===== config.mk =====
export PLATFORM = sky130hd
export DESIGN_NAME = frame_sequencer
export DESIGN_NICKNAME = d
export VERILOG_FILES = /design/src/rtl/frame_sequencer.sv
export SDC_FILE = /design/constraint.sdc
export NUM_CORES = 1
export LEC_CHECK = 0
export ABC_AREA = 1
export CORE_UTILIZATION = 50
export CTS_BUF_LIST = sky130_fd_sc_hd__clkbuf_8
export DETAILED_ROUTE_END_ITERATION = 8
export GPL_ROUTABILITY_DRIVEN = 1
export GPL_TIMING_DRIVEN = 0
export PLACE_DENSITY_LB_ADDON = 0.25
export SYNTH_ARGS = -nofsm -noshare
export SYNTH_HDL_FRONTEND = slang
export SYNTH_SLANG_ARGS = --single-unit

===== constraint.sdc =====
create_clock -name reCLK -period 2.2 [get_ports reCLK]
set_input_delay 0.44 -clock reCLK [delete_from_list [all_inputs] [get_ports reCLK]]
set_output_delay 0.44 -clock reCLK [all_outputs]
set_load 0.01 [all_outputs]

===== src/rtl/frame_sequencer.sv =====
`default_nettype none
// +----------------------------------------------------------------------------+
// | Module      : frame_sequencer                                              |
// | Description : Daisy-chained LED frame sequencer. Hunts for a 16-bit        |
// |               header, captures a 36-bit B/G/R colour payload, regenerates  |
// |               the header and forwards the rest of the stream to the next   |
// |               LED with a 16-cycle delay, then drains after an idle run.    |
// |               Optional feature macro: PAYLOAD_PARITY_EN (adds a 37th       |
// |               even-parity payload bit and a parityErr pulse).              |
// | Revision    : 1.0 - initial release                                        |
// +----------------------------------------------------------------------------+
module frame_sequencer (
    input  logic        reCLK,
    input  logic        globalReset,
    input  logic        reData,
    input  logic [15:0] REF16Bits,
    input  logic [5:0]  idleLen,
    output logic        dataOut,
    output logic [11:0] Bdata,
    output logic [11:0] Gdata,
    output logic [11:0] Rdata,
    output logic        dataValid,
    output logic        busy,
    output logic        parityErr
);

`ifdef PAYLOAD_PARITY_EN
    localparam int c_PLEN = 37;
`else
    localparam int c_PLEN = 36;
`endif
    localparam logic [5:0] c_LAST_BIT = 6'(c_PLEN - 1);
    localparam logic [3:0] c_DRAIN_LAST = 4'd15;
    localparam logic [5:0] c_ZRUN_MAX = 6'd63;

    localparam logic [1:0] c_HUNT    = 2'd0;
    localparam logic [1:0] c_CAPTURE = 2'd1;
    localparam logic [1:0] c_FORWARD = 2'd2;
    localparam logic [1:0] c_DRAIN   = 2'd3;

    logic [1:0]        r_state;
    logic [15:0]       r_sreg;
    logic [5:0]        r_bitcnt;
    logic [5:0]        r_zrun;
    logic [3:0]        r_draincnt;
    logic [c_PLEN-2:0] r_shadow;
    logic              r_dataOut;
    logic              r_dataValid;
    logic              r_busy;
    logic [11:0]       r_b;
    logic [11:0]       r_g;
    logic [11:0]       r_r;

    // Window seen by the header comparator / next value of the forward shifter
    logic [15:0]       w_window;
    logic              w_match;
    // Full payload including the bit being sampled on this edge
    logic [c_PLEN-1:0] w_payload;
    logic [35:0]       w_words;
    logic              w_last_bit;
    logic              w_accept;
    // Zero-run bookkeeping; 7 bits so an idleLen of 0 can mean a run of 64
    logic [6:0]        w_run_len;
    logic [6:0]        w_idle_target;
    logic              w_idle_hit;
    logic [5:0]        w_zrun_next;

    assign w_window      = {r_sreg[14:0], reData};
    assign w_match       = (w_window == REF16Bits);
    assign w_payload     = {r_shadow, reData};
    assign w_words       = w_payload[c_PLEN-1 -: 36];
    assign w_last_bit    = (r_bitcnt == c_LAST_BIT);
    assign w_run_len     = {1'b0, r_zrun} + 7'd1;
    assign w_idle_target = (idleLen == 6'd0) ? 7'd64 : {1'b0, idleLen};
    assign w_idle_hit    = !reData && (w_run_len == w_idle_target);
    assign w_zrun_next   = reData ? 6'd0 :
                           ((r_zrun == c_ZRUN_MAX) ? c_ZRUN_MAX : r_zrun + 6'd1);

`ifdef PAYLOAD_PARITY_EN
    logic r_parityErr;
    // Even parity over all payload bits, parity bit included
    assign w_accept  = ~^w_payload;
    assign parityErr = r_parityErr;
`else
    assign w_accept  = 1'b1;
    assign parityErr = 1'b0;
`endif

    // Sequencer: state, shifters, counters and all registered outputs
    always_ff @(posedge reCLK or negedge globalReset) begin
        if (!globalReset) begin
            r_state     <= c_HUNT;
            r_sreg      <= 16'd0;
            r_bitcnt    <= 6'd0;
            r_zrun      <= 6'd0;
            r_draincnt  <= 4'd0;
            r_shadow    <= '0;
            r_dataOut   <= 1'b0;
            r_dataValid <= 1'b0;
            r_busy      <= 1'b0;
            r_b         <= 12'd0;
            r_g         <= 12'd0;
            r_r         <= 12'd0;
`ifdef PAYLOAD_PARITY_EN
            r_parityErr <= 1'b0;
`endif
        end else begin
            // Pulses last exactly one cycle
            r_dataValid <= 1'b0;
`ifdef PAYLOAD_PARITY_EN
            r_parityErr <= 1'b0;
`endif
            case (r_state)
                c_HUNT: begin
                    // dataOut stays masked to 0 while hunting
                    r_sreg    <= w_window;
                    r_dataOut <= 1'b0;
                    if (w_match) begin
                        r_state  <= c_CAPTURE;
                        r_bitcnt <= 6'd0;
                        r_busy   <= 1'b1;
                    end
                end

                c_CAPTURE: begin
                    r_shadow  <= w_payload[c_PLEN-2:0];
                    r_bitcnt  <= r_bitcnt + 6'd1;
                    r_dataOut <= 1'b0;
                    if (w_last_bit) begin
                        // Regenerate the header for the next LED in the chain
                        r_state   <= c_FORWARD;
                        r_sreg    <= REF16Bits;
                        r_dataOut <= REF16Bits[15];
                        r_bitcnt  <= 6'd0;
                        r_zrun    <= 6'd0;
                        if (w_accept) begin
                            r_b         <= w_words[35:24];
                            r_g         <= w_words[23:12];
                            r_r         <= w_words[11:0];
                            r_dataValid <= 1'b1;
                        end
`ifdef PAYLOAD_PARITY_EN
                        else begin
                            r_parityErr <= 1'b1;
                        end
`endif
                    end
                end

                c_FORWARD: begin
                    // Headers seen here are plain data; only the idle run matters
                    r_sreg    <= w_window;
                    r_dataOut <= r_sreg[14];
                    r_zrun    <= w_zrun_next;
                    if (w_idle_hit) begin
                        r_state    <= c_DRAIN;
                        r_draincnt <= 4'd0;
                        r_zrun     <= 6'd0;
                    end
                end

                c_DRAIN: begin
                    // Flush the delay line with zeros; reData is ignored
                    r_draincnt <= r_draincnt + 4'd1;
                    if (r_draincnt == c_DRAIN_LAST) begin
                        r_state    <= c_HUNT;
                        r_sreg     <= 16'd0;
                        r_dataOut  <= 1'b0;
                        r_busy     <= 1'b0;
                        r_draincnt <= 4'd0;
                    end else begin
                        r_sreg    <= {r_sreg[14:0], 1'b0};
                        r_dataOut <= r_sreg[14];
                    end
                end

                default: begin
                    r_state <= c_HUNT;
                    r_busy  <= 1'b0;
                end
            endcase
        end
    end

    assign dataOut   = r_dataOut;
    assign dataValid = r_dataValid;
    assign busy      = r_busy;
    assign Bdata     = r_b;
    assign Gdata     = r_g;
    assign Rdata     = r_r;

endmodule
`default_nettype wire


== Word-level counts from Yosys, hierarchy flattened ==
Cells that the tools add are included.

* Logic and storage cells: 71
* Register bits: 107

* Reduce and logical (&&, ||, !) cells: 15
* Add/sub/neg operators: 4
* Multiplexer cells: 28
* Equality and inequality tests: 12

{| class="wikitable"
|+ Operators with widths
! kind !! count
|-
| $pmux 15 s3 || 1
|-
| $mux 6 || 6
|-
| $mux 15 || 2
|-
| $pmux 6 s2 || 2
|-
| $eq 16x16->1 || 1
|-
| $add 6x1->6 const B || 2
|-
| $eq 6x6->1 const B || 2
|-
| $mux 2 || 4
|-
| $mux 4 || 2
|-
| $ne 2x2->1 const B || 4
|-
| $pmux 2 s4 || 1
|-
| $pmux 4 s2 || 1
|-
| $reduce_and 2->1 || 4
|-
| $reduce_bool 2->1 || 4
|-
| $add 6x1->7 const B || 1
|-
| $eq 7x7->1 || 1
|-
| $mux 7 || 1
|-
| $logic_not 6->1 || 1
|-
| $mux 1 || 6
|-
| $add 4x1->4 const B || 1
|-
| $eq 2x2->1 const B || 2
|-
| $eq 4x4->1 const B || 1
|-
| $pmux 1 s4 || 1
|-
| $reduce_and 4->1 || 1
|-
| other kinds (7) || 7
|}

== Depth between registers and ports, before layout ==
Gate-level depths: netlist of the first run.

* Depth after elaboration: 6
* Depth in mapped cells: 13

== Worst setup path before layout of the first run ==
Ideal clock, no wire load.

* Path kind: register to register
* From: register r_state[1]
* To: register r_sreg[7]
* Period minus slack after synthesis: 1678 ps
* Cell stages (with the launch flop): 9
* Data required time: 2061 ps
* Path slack: 522 ps
* Library setup time: 139 ps
* Data arrival time: 1539 ps
* Path buffers: 2
* Cell sequence: dfrtp_1 > inv_1 > ha_1 > inv_1 > clkbuf_1 > nor2_1 > inv_1 > buf_2 > o221ai_1

* Cells in the longest elaborated chain, start to end: 3

{| class="wikitable"
|+ Ends and longest elaborated chain
! item !! RTL line !! text
|-
| start, declared || 41 || <nowiki>logic [1:0] r_state;</nowiki>
|-
| start signal, assigned || 92 || <nowiki>r_state <= c_HUNT;</nowiki>
|-
| start signal, assigned || 119 || <nowiki>r_state <= c_CAPTURE;</nowiki>
|-
| start signal, assigned || 131 || <nowiki>r_state <= c_FORWARD;</nowiki>
|-
| $eq 2x2->1 / $logic_not 2->1 (equally long branches) || 113 || <nowiki>case (r_state)</nowiki>
|-
| $reduce_or 2->1 (no source line) || - ||
|-
| $pmux 15 s3 || 113 ||
|-
| end signal, assigned || 116 || <nowiki>r_sreg <= w_window;</nowiki>
|-
| end signal, assigned || 132 || <nowiki>r_sreg <= REF16Bits;</nowiki>
|-
| end signal, assigned || 152 || <nowiki>r_sreg <= w_window;</nowiki>
|-
| end, declared || 42 || <nowiki>logic [15:0] r_sreg;</nowiki>
|}

Parallel ways exist; a longest one is shown, timed or not.
A chain may end at the register's enable or synchronous reset.

== Worst setup path in the final report of the first run ==
* From: input port reData
* To: register r_state[1]

* Cells in the longest elaborated chain, start to end: 4

{| class="wikitable"
|+ Ends and longest elaborated chain
! item !! RTL line !! text
|-
| start, declared || 15 || <nowiki>input logic reData,</nowiki>
|-
| branches (longest 3 deep; another with $eq 16x16->1) || - ||
|-
| $reduce_and 4->1 (no source line) (*) || - ||
|}

Every way passes the cells marked *.

==> results of run 1 <==
## area by class of cell
type                            instances  area, µm²
Clock inverter                          7       75.1
Fill cell                             871       3690
Timing Repair Buffer                   64        656
Tap cell                              133        166
Buffer                                 23        119
Sequential cell                       107       2680
Inverter                               89        334
Clock buffer                            9        124
Multi-Input combinational cell        390       1880
## repair_timing
item                                    in CTS  in global routing
endpoints found under the hold margin        0                  0
gates resized for setup                      0                  3
endpoints found under the setup margin       0                 16
buffers inserted                             0                  0
## metal layers
metal  share of wire  up-vias  track usage
li1                -     2074            -
met1            0.46     2013        0.313
met2            0.48       89        0.372
met3           0.046        9       0.0465
met4          0.0075        0       0.0593
met5               0        -            0
## worst max-delay path by stage
stage	endpoint	slack, ps
after floorplan	r_sreg[7]	520
after global placement	Gdata[5]	-3330
after detailed placement	r_state[1]	-140
after CTS	r_sreg[13]	40
after global routing	r_state[0]	30
final	r_state[1]	220
## cells by family after synthesis
| kind of cell | count (synthesis) | share of synthesized area |
|---|---|---|
| adders and majority gates | 8 | 0.0200 |
| AOI/OAI and AO/OA | 108 | 0.123 |
| other | 1 | 0.000749 |
| DFF | 107 | 0.534 |
| and+or+nand+nor | 268 | 0.223 |
| xor gates and xnor gates | 5 | 0.00874 |
| buffers and inverters | 112 | 0.0902 |
## through the flow
stage | hold WS, ps | cell area (µm²)
after floorplan | 144 | 5010
after global placement | 460 | 5810
after detailed placement | 474 | 5830
after CTS | 155 | 6030
after global routing | 191 | 6030
final | 122 | 6030
## state kept, by name, indices dropped and copies added (netlist names), 2 cells and up
register / flops
Bdata: 12
Gdata: 12
Rdata: 12
r_bitcnt: 6
r_draincnt: 4
r_shadow: 35
r_sreg: 15
r_state: 2
r_zrun: 6
## power by group through the flow
stage / clock network (mW) / registers (mW) / logic, mW
final: 1.20 / 2.39 / 1.55
after global routing: 1.30 / 2.43 / 1.78
after CTS: 1.23 / 2.39 / 1.54
after detailed placement: 0 / 2.42 / 1.54
after global placement: 0 / 2.41 / 1.49
after floorplan: 0 / 2.38 / 1.09
## worst reg2reg max path, cell delays in order, from the launching register on
cell      delay, ps
dfrtp_1         410
inv_1           100
ha_1            220
inv_1           120
clkbuf_2        250
nor2_1          100
inv_1           210
buf_2           270
o221ai_1        160
## placed cells by master, fill, tap and decap left out, types with 2 or more instances in the layout
cell type,n
a21oi_1,2
buf_1,3
buf_2,4
buf_4,3
clkbuf_1,11
clkbuf_8,9
clkdlybuf4s50_1,62
dfrtp_1,107
ha_1,8
inv_1,88
inv_8,3
nand2_1,191
nand2_2,4
nand3_1,29
nand3b_1,3
nand4_1,2
nor2_1,29
nor2_2,2
nor2_4,2
o211ai_1,3
o21ai_0,80
o21ai_2,2
o221ai_1,15
o22ai_1,5
or2_2,3
xor2_1,5
==> impl_metrics.csv, run 1 <==
group,metric,value,unit
outcome,outcome,"completed",
layout,fin_util,0.620,
floorplanning,start_util,0.515,
clock_network,clk_latency,380,ps
timing,timing.final.crit_share,0.902,
synth,synth_top_area_share,0.534,
grt,overflow,0,
layout,syn_to_final_growth,20.5,%
power_and_ir_drop,power.density,852,nW/µm²
setup_path,cp_num_buf_inv,2,
synth,synth-seq-cells,107,
synth,synth_cell_types,31,
floorplanning,core_area,9730,µm²
synth,syn_area,5010,µm²
setup_path,critical_path_arrival,2260,ps
grt,first_global_vias,4112,
setup_path,cp-start-kind,"primary input",
setup_path,path_common_cell,"nand2_1",
setup_path,worstPathRequired,2480,ps
drt,antenna_left,0,
setup_path,critical_path_cell_count,14,
timing,tightestPinTransition,755,ps
timing,fin_ws,216,ps
synth,syn-num-nets,642,
power_and_ir_drop,ir_drop,0.543,mV
setup_path,startpoint,"reData",
setup_path,worstSetupEndpointType,"flip-flop",
layout,drive_above_1_share,0.0624,
setup_path,worstReg2RegEnd,"r_sreg[13]",
layout,nets,717,
floorplanning,die_area,10400,µm²
grt,grt_pass1_wl,18700,µm
synth,synthTopCellsByCount,"191 x nand2_1, 107 x dfrtp_1, 88 x inv_1, 80 x o21ai_0, 30 x nor2_1",
setup_path,max_stage_delay,610,ps
drt,drt_iter0_drc,219,
clock_network,clk_pin_slew_worst_paths,110,ps
timing,hold_viol_final,0,
placement,dp.cells,806,
power_and_ir_drop,p_sw,1.98,mW
setup_path,ff2ff_setup_slack,220,ps
timing,fin_skew,13.4,ps
setup_path,regToRegStartpoint,"r_state[1]",
floorplanning,die_w,102,µm
worst_hold_path,min_path_type,"in -> async",
timing,rsz0062_at_grt,"no",
drt,wl,10900,µm
timing,final-setup-viol-count,0,
timing,timing.setup.tns,0,ps
synth,synth_ff_type,"dfrtp_1",
placement,pre_cts_ws,-141,ps
clock_network,cts_hold_buf,0,
grt,antenna_found_initial,0,
power_and_ir_drop,internal_power,3.16,mW
clock_network,cts_buffers,9,
synth,synth_edf_count,0,
setup_path,rr_worst_depth,8,
layout,antenna_cells,0,
setup_path,slowest_stage,"clkdlybuf4s50_1",
grt,track_usage,0.228,
synth,synthCells,609,
timing,timing.fmax,0.504,GHz
placement,portBuffers,63,
floorplanning,num_rows,36,
layout,fin_cells,822,
synth,async_flop_share,1.00,
timing,maxSlewHeadroom,0.497,
clock_network,cts_buffer_depth,2,
setup_path,crit_family,"simple AND/OR/NAND/NOR gates",
drt,viasPerCell,5.09,
timing,slew_viol_final,0,
clock_network,root_buffer,"clkbuf_8",
power_and_ir_drop,total_power,5.14,mW
placement,gp_congestion,0.818,
synth,ys_seq_area_frac,0.534,
drt,dr.pass1.iters,4,
drt,wl_per_cell,13.3,µm
power_and_ir_drop,switching_share,0.385,
clock_network,cts_tree,"built",
synth,syn_avg_cell_area,8.23,µm²
floorplanning,fp.dieH,102,µm
run,maxCapViolCount,0,
synth,synth_area_leaders,"dfrtp_1 53%, nand2_1 14%, o21ai_0 8.0%",
synth,synth_most_common_cell,"nand2_1",
power_and_ir_drop,p_leak,2.83,nW
placement,hpwl,7850,µm
power_and_ir_drop,combinationalPowerShare,0.301,
floorplanning,ios,65,
synth,yosys_warnings,0,
drt,drt_drc_violations_left,0,
setup_path,cp_max_fo,5,
setup_path,worstPathCellList,"clkdlybuf4s50_1, inv_1, nand2_1, nand2_1, nor2_1, nand2_1, nor2_1, nand2_1, nand2_1, nand2_1, nor2_1, nand2_1, nand2_1, nand2_1",
setup_path,critPathKind,"in -> reg",
synth,yosys.area.top_type,"dfrtp_1",
drt,dr_total_vias,4185,
power_and_ir_drop,seqPwrFrac,0.465,
clock_network,htreeDepth,3,
grt,grt_max_degree,59,
power_and_ir_drop,clkPwrFrac,0.234,
clock_network,cts_sinks,107,
timing,fin_crit,1980,ps
No activity file was read; power rests on OpenSTA's default activity.
==> run 2, diff against run 1 <==
--- a/config.mk
+++ b/config.mk
@@ -12,6 +12,7 @@
 export GPL_ROUTABILITY_DRIVEN = 1
 export GPL_TIMING_DRIVEN = 0
 export PLACE_DENSITY_LB_ADDON = 0.25
+export SETUP_SLACK_MARGIN = 0.4
 export SYNTH_ARGS = -nofsm -noshare
 export SYNTH_HDL_FRONTEND = slang
 export SYNTH_SLANG_ARGS = --single-unit
==> impl_metrics.csv, run 2 (synthesized netlist as in run 1, its figures left out) <==
group,metric,value,unit
clock_network,cts_buffer_depth,2,
grt,overflow,0,
drt,wl,11400,µm
clock_network,cts_tree,"built",
grt,grt_pass1_wl,19000,µm
power_and_ir_drop,switching_share,0.386,
floorplanning,start_util,0.515,
setup_path,slowest_stage,"dfrtp_1",
timing,maxSlewHeadroom,0.495,
timing,fin_crit,1770,ps
layout,largest_reg_flops,35,
clock_network,clk_pin_slew_worst_paths,110,ps
layout,nets,731,
setup_path,critPathKind,"reg -> reg",
layout,layout_commonest_cell,"nand2_1",
power_and_ir_drop,power.density,878,nW/µm²
clock_network,cts_hold_buf,0,
grt,antenna_found_initial,0,
drt,viasPerCell,5.18,
power_and_ir_drop,clkPwrFrac,0.217,
clock_network,cts_buffers,9,
setup_path,rr_worst_depth,9,
placement,hpwl,7850,µm
drt,dr_total_vias,4332,
grt,grt_max_degree,59,
layout,top_register,"r_shadow",
floorplanning,num_rows,36,
clock_network,root_buffer,"clkbuf_8",
run,maxCapViolCount,0,
placement,pre_cts_ws,-141,ps
setup_path,cp-start-kind,"flip-flop",
setup_path,cp_max_fo,6,
floorplanning,ios,65,
layout,antenna_cells,0,
power_and_ir_drop,p_sw,2.16,mW
timing,timing.fmax,0.564,GHz
layout,stdcell_area,6360,µm²
floorplanning,fp.dieH,102,µm
power_and_ir_drop,seqPwrFrac,0.429,
setup_path,path_common_cell,"nor2_2",
setup_path,worstPathCellList,"ha_4, inv_1, nor2_2, nand3_2, nor2_4, a21oi_2, nor2_2, o21ai_0, o21ai_2",
placement,portBuffers,63,
drt,drt_iter0_drc,182,
power_and_ir_drop,p_leak,3.02,nW
timing,rsz0062_at_grt,"yes",
timing,hold_viol_final,0,
layout,fin_cells,836,
drt,wl_per_cell,13.7,µm
setup_path,ff2ff_setup_slack,430,ps
floorplanning,core_area,9730,µm²
floorplanning,die_w,102,µm
drt,antenna_left,0,
timing,slew_viol_final,0,
placement,dp.cells,806,
outcome,outcome,"completed",
setup_path,worstSetupEndpointType,"flip-flop",
timing,fin_skew,12.4,ps
drt,dr.pass1.iters,7,
layout,drive_above_1_share,0.138,
timing,fin_ws,428,ps
setup_path,worstPathRequired,2510,ps
worst_hold_path,min_path_type,"in -> async",
power_and_ir_drop,ir_drop,0.573,mV
layout,syn_to_final_growth,26.9,%
setup_path,max_stage_delay,430,ps
layout,reg_top3,"r_shadow x35, r_sreg x15",
grt,track_usage,0.231,
grt,first_global_vias,4168,
placement,gp_congestion,0.818,
setup_path,regToRegStartpoint,"r_bitcnt[0]",
placement,place_area,5830,µm²
setup_path,critical_path_arrival,2080,ps
timing,final-setup-viol-count,0,
drt,drt_drc_violations_left,0,
timing,timing.final.crit_share,0.805,
floorplanning,die_area,10400,µm²
setup_path,worstReg2RegEnd,"r_zrun[1]",
setup_path,cp_num_buf_inv,1,
power_and_ir_drop,internal_power,3.43,mW
clock_network,clk_latency,380,ps
power_and_ir_drop,combinationalPowerShare,0.355,
setup_path,crit_family,"simple AND/OR/NAND/NOR gates",
timing,tightestPinTransition,758,ps
clock_network,cts_sinks,107,
layout,final_cell_mix,"187 x nand2_1, 106 x dfrtp_1, 82 x inv_1, 77 x o21ai_0, 58 x clkdlybuf4s50_1",
clock_network,htreeDepth,3,
[run 2: changes by cell type in the layout (fill, tap and decap cells not counted), sizes merged]
| cell | before | now |
|---|---|---|
| clkbuf | 21 | 24 |
| buf | 13 | 24 |
| clkdlybuf4s50 | 62 | 58 |
| dlymetal6s2s | 0 | 3 |
| dlygate4sd2 | 0 | 1 |
[run 2: worst max path at each step]
stage | slack [ps] | start | cells past startpoint | to
2_1_floorplan | 520 | r_state[1] | 8 | r_sreg[7]
4_1_cts | 350 | r_state[1] | 8 | r_sreg[13]
5_1_grt | 270 | r_zrun[1] | 12 | r_draincnt[2]
3_5_place_dp | -140 | reData | 14 | r_state[1]
6_report | 430 | r_bitcnt[0] | 9 | r_zrun[1]
3_3_place_gp | -3330 | globalReset | 1 | Gdata[5]
[run 2: routing by layer]
| layer | up-vias | routed length, µm | track usage |
|---|---|---|---|
| met3 | 14 | 574 | 0.0465 |
| met2 | 99 | 5550 | 0.378 |
| li1 | 2103 | - | - |
| met4 | 0 | 138 | 0.0626 |
| met5 | - | 0 | 0 |
| met1 | 2116 | 5170 | 0.317 |
[run 2: power groups by stage]
stage	Sequential, mW	Clock (mW)	Combinational [mW]
after floorplan	2.38	0	1.09
after global placement	2.41	0	1.49
after detailed placement	2.42	0	1.54
after CTS	2.37	1.23	1.65
after global routing	2.42	1.30	2.21
final	2.39	1.21	1.98
[run 2: worst register-to-register path, stage by stage (launching register included)]
cell and delay, ps:
dfrtp_1 430, ha_4 170, inv_1 50, nor2_2 100, nand3_2 150, nor2_4 190, a21oi_2 80, nor2_2 220
o21ai_0 170, o21ai_2 150
[run 2: repair_timing]
| action | CTS | global route |
|---|---|---|
| pin swaps | 3 | 6 |
| resized for setup | 16 | 58 |
| gates cloned | 0 | 1 |
| setup endpoints to repair | 99 | 98 |
| buffers inserted | 6 | 7 |
[run 2: cell type report]
class	count	area (µm²)
plain buffers	23	165
clock buffers	9	124
clock inverters	7	75.1
fillers	813	3370
inverters	89	337
multi-input cells	390	2030
flip-flops and latches	107	2680
well taps	133	166
repair buffers	78	785
[run 2: per-stage QoR]
step	setup TNS [ps]	utilization	power (mW)	hold WS, ps
final	0	0.654	5.58	120
after global routing	0	0.654	5.94	192
after CTS	0	0.628	5.25	155
after detailed placement	-489	0.599	3.96	474
after global placement	-355980	0.597	3.91	460
after floorplan	0	-	3.47	144
